[src/rtl/nes_poll_sequencer.sv]
// Polls both NES controllers once per frame: drives the shared latch/clock protocol,
// samples the serial data lines through synchronizers and publishes active-high buttons.
module nes_poll_sequencer #(
  parameter int unsigned TICK_DIV = 150
) (
  input  logic       clk,
  input  logic       reset_n,
  input  logic       frame_tick,
  input  logic       data_left,
  input  logic       data_right,
  output logic       latch_left,
  output logic       clk_left,
  output logic       latch_right,
  output logic       clk_right,
  output logic [7:0] buttons_left,
  output logic [7:0] buttons_right,
  output logic       buttons_valid,
  output logic       busy
);

  localparam int unsigned CntW = (TICK_DIV > 1) ? $clog2(TICK_DIV) : 1;
  localparam logic [CntW-1:0] CntMax = CntW'(TICK_DIV - 1);

  typedef enum logic [2:0] {StIdle, StLatch, StClkHi, StClkLo, StDone} state_e;

  state_e          state_q, state_d;
  logic [CntW-1:0] cnt_q, cnt_d;
  logic            half_q, half_d;
  logic [2:0]      idx_q, idx_d;
  logic [1:0]      sync_l_q, sync_r_q;
  logic [7:0]      shift_l_q, shift_l_d, shift_r_q, shift_r_d;
  logic            tick_end;

  assign tick_end = (cnt_q == CntMax);

  always_comb begin
    state_d   = state_q;
    cnt_d     = cnt_q;
    half_d    = half_q;
    idx_d     = idx_q;
    shift_l_d = shift_l_q;
    shift_r_d = shift_r_q;
    unique case (state_q)
      StIdle: begin
        if (frame_tick) begin
          state_d = StLatch;
          cnt_d   = '0;
          half_d  = 1'b0;
          idx_d   = '0;
        end
      end
      StLatch: begin
        cnt_d = tick_end ? '0 : cnt_q + 1'b1;
        if (tick_end) begin
          half_d = 1'b1;
          // Latch spans two ticks; bit 0 is valid while latch is high.
          if (half_q) begin
            shift_l_d[0] = ~sync_l_q[1];
            shift_r_d[0] = ~sync_r_q[1];
            idx_d        = 3'd1;
            state_d      = StClkHi;
          end
        end
      end
      StClkHi: begin
        cnt_d = tick_end ? '0 : cnt_q + 1'b1;
        if (tick_end) begin
          shift_l_d[idx_q] = ~sync_l_q[1];
          shift_r_d[idx_q] = ~sync_r_q[1];
          state_d          = StClkLo;
        end
      end
      StClkLo: begin
        cnt_d = tick_end ? '0 : cnt_q + 1'b1;
        if (tick_end) begin
          if (idx_q == 3'd7) begin
            state_d = StDone;
          end else begin
            idx_d   = idx_q + 3'd1;
            state_d = StClkHi;
          end
        end
      end
      StDone:  state_d = StIdle;
      default: state_d = StIdle;
    endcase
  end

  always_ff @(posedge clk or negedge reset_n) begin
    if (!reset_n) begin
      state_q       <= StIdle;
      cnt_q         <= '0;
      half_q        <= 1'b0;
      idx_q         <= '0;
      sync_l_q      <= 2'b11;
      sync_r_q      <= 2'b11;
      shift_l_q     <= '0;
      shift_r_q     <= '0;
      latch_left    <= 1'b0;
      clk_left      <= 1'b0;
      latch_right   <= 1'b0;
      clk_right     <= 1'b0;
      buttons_left  <= '0;
      buttons_right <= '0;
      buttons_valid <= 1'b0;
      busy          <= 1'b0;
    end else begin
      state_q       <= state_d;
      cnt_q         <= cnt_d;
      half_q        <= half_d;
      idx_q         <= idx_d;
      sync_l_q      <= {sync_l_q[0], data_left};
      sync_r_q      <= {sync_r_q[0], data_right};
      shift_l_q     <= shift_l_d;
      shift_r_q     <= shift_r_d;
      // Outputs are registered from the next state so pins track the FSM with no lag.
      latch_left    <= (state_d == StLatch);
      clk_left      <= (state_d == StClkHi);
      latch_right   <= (state_d == StLatch);
      clk_right     <= (state_d == StClkHi);
      busy          <= (state_d != StIdle);
      buttons_valid <= (state_d == StDone);
      if (state_d == StDone) begin
        buttons_left  <= shift_l_d;
        buttons_right <= shift_r_d;
      end
    end
  end

endmodule

[config.mk]
export PLATFORM = sky130hd
export DESIGN_NAME = nes_poll_sequencer
export DESIGN_NICKNAME = d
export VERILOG_FILES = /design/src/rtl/nes_poll_sequencer.sv
export SDC_FILE = /design/constraint.sdc
export NUM_CORES = 1
export LEC_CHECK = 0
export ABC_AREA = 1
export BUFFER_PORTS_ARGS = -buffer_cell sky130_fd_sc_hd__buf_2
export CAP_MARGIN = 10
export CORE_AREA = 10 10 98 66
export DETAILED_ROUTE_END_ITERATION = 10
export DIE_AREA = 0 0 108 76
export GPL_TIMING_DRIVEN = 0
export MAX_ROUTING_LAYER = met4
export PLACE_DENSITY = 0.77
export SYNTH_ARGS = -nofsm -noshare
export SYNTH_HDL_FRONTEND = slang
export SYNTH_SLANG_ARGS = --single-unit
export TNS_END_PERCENT = 10
[constraint.sdc]
create_clock -name clk -period 2.02 [get_ports clk]
set_input_delay 0.101 -clock clk [delete_from_list [all_inputs] [get_ports clk]]
set_output_delay 0.101 -clock clk [all_outputs]
set_load 0.02 [all_outputs]
### After elaboration in Yosys (flattened, before gate mapping)

Cells that the tools add are included.

* memories: 0
* bits in read-only memories: 0
* bits of input ports: 5
* bits in writable memories: 0
* bits in registers: 55
* latch bits: 0
* word-level logic and storage cells: 76

* reduce and logical (&&, ||, !) cells: 10
* $lt $le $gt $ge: 2
* equal/unequal tests: 13
* divide/modulo/power cells: 0
* $mul: 0
* add/sub/neg operators: 2
* bitwise gates (word level): 2
* shift operators: 0
* multiplexer cells: 33

Operators with widths (number)
* 3-bit two-way mux: 11
* 8-bit two-way mux: 4
* 8-bit bitwise mux: 2
* 8-bit one-hot mux with 2 select lines: 1
* 7-bit two-way mux: 2
* 3-bit one-hot mux with 4 select lines: 1
* 2-bit != test (second input constant): 5
* 3-bit by 2-bit equality test with 1-bit output (second input constant): 3
* 3-bit one-hot mux with 3 select lines: 1
* 8-bit by 1-bit adder with 8-bit output (second input constant): 1
* 8-bit equality test (second input constant): 1
* 1-bit two-way mux: 7
* 3-bit by 1-bit equality test with 1-bit output (second input constant): 2
* 3-bit equality test (second input constant): 2
* 1-bit one-hot mux with 2 select lines: 3
* 6-bit AND reduction: 1
* 3-bit nonzero test: 2
* 3-bit by 4-bit < comparator with 1-bit output (second input constant): 1
* 2-bit nonzero test: 2
* 3-bit by 1-bit adder with 3-bit output (second input constant): 1
* 1-bit demux with 3-bit select: 1
* 3-bit by 1-bit >= comparator with 1-bit output (second input constant): 1
* 3-bit zero test: 1
* 3-bit AND reduction: 1
* 4 further kinds: 5

### Logic depth before layout (Yosys ltp)

* word-level depth: 7
* mapped depth: 12
* depth with buffers taken out: 11

### Worst setup path after synthesis

No wires, ideal clock.

* path kind: register -> register
* from: register cnt_q[1]
* to: register buttons_left[1]
* period minus slack after synthesis: 1.482 ns
* required time: 1.900 ns
* cell stages (with the launch flop): 11
* setup slack: 0.538 ns
* setup time: 0.120 ns
* arrival time: 1.362 ns
* cell sequence: dfrtp_1 > inv_1 > ha_1 > nand2_1 > inv_1 > nand2_1 > nor2_2 > buf_4 > nand3_2 > o21ai_1 > o21ai_2

* word-level cells in the longest chain between the ends: 4

Ends and longest elaborated chain
* start, declared: RTL line 27 `logic [CntW-1:0] cnt_q, cnt_d;`
* start signal, assigned: RTL line 109 `cnt_q <= cnt_d;`
* 8-bit equality test (*): RTL line 34 `assign tick_end = (cnt_q == CntMax);`
* 3-bit two-way mux (on tied branches): RTL line 75, 54, 67
* 3-bit one-hot mux with 4 select lines: RTL line 43 `unique case (state_q)`
* 3-bit equality test: RTL line 123 `if (state_d == StDone) begin`
* end signal, assigned: RTL line 124 `buttons_left <= shift_l_d;`
* end, declared: RTL line 15 `output logic [7:0] buttons_left,`

Mark *: on every way between the ends. The rest lies on a longest branch, timed or not.
A chain may end at the register's enable or synchronous reset.

### Final worst setup path

* from: register cnt_q[1]
* to: register buttons_right[5]

* word-level cells in the longest chain between the ends: 4

Ends and longest elaborated chain
* 8-bit equality test (*): RTL line 34
* 3-bit two-way mux (on tied branches): RTL line 75, 54, 67
* 3-bit one-hot mux with 4 select lines: RTL line 43
* 3-bit equality test: RTL line 123
* end signal, assigned: RTL line 125 `buttons_right <= shift_r_d;`
* end, declared: RTL line 16 `output logic [7:0] buttons_right,`

Marked as above.

==> results.cfg <==
[floorplan]
design.portCount = 27
row_count = 20
die-area_mm2 = 0.00821
core_region_area_mm2 = 0.00478
floorplan.initialDensity = 0.549
chipWidth_um = 108
die_height_um = 76

[sta]
finalWorstSetupSlack_ns = 0.243
tightestPinTransition_ns = 0.632
rsz0062_at_grt = no
totalNegativeSetupSlack_ns = 0
report.final.setup_viol = 0
finalWorstPathRequiredPeriod_ns = 1.78
drv_slew = 0
finalClockSkew_ns = 0.0103
achievable-frequency_mhz = 563
finalHoldViolCount = 0
period_share = 0.880
slew-limit-headroom = 0.579

[synthesis]
compound_cell_area_share_of_the_yosys_netlist = 0.113
syn-num-nets = 315
ys_seq_elements = 55
netlist_instances = 306
synth_largest_area_cell = dfrtp_1
synth_area_per_inst_um2 = 8.57
most_area_consuming_cells_after_synthesis = dfrtp_1, nand2_1, inv_1, dfstp_2, o21ai_2
synth-xor-area-share = 0.00334
synth_area_mm2 = 0.00262
synth_seq_area_share = 0.526
synth_top_family_by_area = simple AND/OR/NAND/NOR gates
synth.yosys.warnings = 0
yosys.area_share.simple = 0.237
synth.top_cell.area_share = 0.486
synthDistinctLibCells = 23
post_synth_fa_ha_maj_area_fraction = 0.0191
synthMuxAreaShare = 0

[worst_setup_path]
timing.rr.start = cnt_q[1]
worst_r2r_path_depth = 10
timing.critical_path.required_ns = 2.21
worstPathArrival_ns = 1.97
timing.critical_path.fanout_max = 10
r2r_end = buttons_right[5]
reg2reg_setup_slack_ns = 0.24
endpoint_type_of_the_worst_setup_path = flip-flop
timing_worst_setup_path_type = reg2reg
startpoint_type = flip-flop

[final_layout]
final_common_cell = nand2_1
antenna-diode-count = 0
nNetsFinal = 352
final_cell_mix = nand2_1, dfrtp_1, inv_1
fillerInstances = 422
share_of_cells_above_drive_strength_1 = 0.224
area_growth_pct = 14.1

[drt]
wirelength_um = 5090
routed_via_density = 4.89
vias = 2003
routed_wire_length_per_instance_um = 12.4
dr.first_iter.drc_count = 135
final_antenna_net_count = 0
remaining_drc_errors = 0
drt_pass1_iterations = 4

[clocking]
post-cts-setup-buffers = 0
cts_resized = 0
cts.reportedPaths.clkPinSlew_ns = 0.09
cts_root_buffer = clkbuf_8
worstSkewPairLatency_ns = 0.30
clock_sinks = 55
clock_tree.htree_level_count = 2
cts_tree = built
clock_path_buffers = 2
tritoncts.num_buffers = 5

[grt]
initial_antenna_violation_count = 0
grt_max_degree = 56
grt.overflow.total = 0
grtUsageTotal = 0.131
grt_pass1_vias = 1886
grt_first_pass_wirelength_um = 8730

[pwr]
vdd_drop_max_uv = 484
power_density_mw_per_mm2 = 950
total_leakage_power_nw = 1.65

[worst_hold_path]
worst_hold_path.num_cells = 5
hold_class = in2reg
min-delay-start = frame_tick
min_to = latch_right

[status]
run_status = finished clean

[place]
detailed_place_hpwl_um = 3780
gpl.final_weighted_congestion = 0.879
placement.setup.worst_slack_ns = 0.264
io_buffer_count = 26

[flow_run]
cap_violations = 0
-- worst max path at each step --
| stage | start | to | slack [ns] |
|---|---|---|---|
| 2_1_floorplan | cnt_q[1] | buttons_left[1] | 0.54 |
| 5_1_grt | cnt_q[1] | buttons_right[2] | 0.08 |
| 6_report | cnt_q[1] | buttons_right[5] | 0.24 |
| 3_5_place_dp | cnt_q[1] | buttons_right[2] | 0.26 |
| 4_1_cts | cnt_q[1] | buttons_right[2] | 0.25 |
| 3_3_place_gp | cnt_q[1] | buttons_left[2] | 0.30 |
-- layer usage --
| layer | global-route usage | vias to the layer above | routed length (µm) |
|---|---|---|---|
| met1 | 0.180 | 917 | 2510 |
| met2 | 0.181 | 49 | 2190 |
| li1 | - | 1032 | - |
| met5 | - | - | 0 |
| met4 | 0.0399 | 0 | 57 |
| met3 | 0.0372 | 5 | 332 |
-- flip-flops by register name, summed over array words and instances (netlist names) --
signal         count
idx_q              3
shift_r_q          8
clk_right          1
shift_l_q          8
sync_r_q           2
half_q             1
buttons_left       8
latch_right        1
buttons_valid      1
buttons_right      8
busy               1
sync_l_q           2
cnt_q              8
state_q            3
-- logic make-up after synthesis --
| group | after synthesis |
|---|---|
| adder cells (fa/ha/maj) | 4 |
| AND/OR/NAND/NOR | 136 |
| buffers and inverters | 62 |
| AO/OA/AOI/OAI | 48 |
| flip-flops | 55 |
| XOR/XNOR | 1 |
-- layout make-up --
| cell class | count | area, µm² | share of cell area |
|---|---|---|---|
| multi-input combinational | 189 | 976 | 0.326 |
| sequential | 55 | 1380 | 0.462 |
| clock buffer | 7 | 76.3 | 0.0255 |
| tap | 66 | 82.6 | 0.0276 |
| inverter | 56 | 210 | 0.0702 |
| timing repair buffer | 30 | 180 | 0.0602 |
| clock inverter | 1 | 30.0 | 0.0100 |
| buffer | 6 | 56.3 | 0.0188 |
-- critical path, stage by stage (launching register included) --
cell and delay (ns):
dfrtp_1 0.41, inv_1 0.09, ha_1 0.14, nand2_1 0.06
inv_1 0.06, nand2_1 0.05, nor2_2 0.19, buf_4 0.23
nand3_2 0.12, o21ai_1 0.25, o21ai_2 0.07
-- per-stage QoR --
stage / util / hold WS (ns) / total power (W) / instance area [µm²] / instances
global placement: 0.593 / 0.206 / 0.00211 / 2840 / 398
global route: 0.626 / 0.202 / 0.00303 / 2990 / 410
floorplan: - / -0.195 / 0.00194 / 2620 / 306
detailed placement: 0.593 / 0.207 / 0.00215 / 2840 / 398
finish: 0.626 / 0.183 / 0.00284 / 2990 / 410
CTS: 0.620 / 0.0833 / 0.00286 / 2960 / 408
-- Yosys cell counts, drive strengths merged --
library cell / count
o21ai: 39
dfrtp: 51
nor2: 27
nand4: 1
nor3: 2
xor2: 1
dfstp: 4
a21oi: 4
o21a: 3
o22ai: 2
inv: 56
nand3: 27
buf: 6
ha: 4
nand2: 79
-- repair_timing --
action	in CTS	in global routing
hold buffers	2	1
hold endpoints to repair	2	27
endpoints found under the setup margin	0	0
-- power breakdown --
| group | leakage [nW] | switching, W | internal [W] |
|---|---|---|---|
| clock | 0.0524 | 0.000334 | 0.000371 |
| sequential | 0.731 | 0.000135 | 0.00124 |
| combinational | 0.867 | 0.000512 | 0.000254 |
| total | 1.65 | 0.000981 | 0.00186 |
Note: power is estimated with default switching activity, not from simulation.
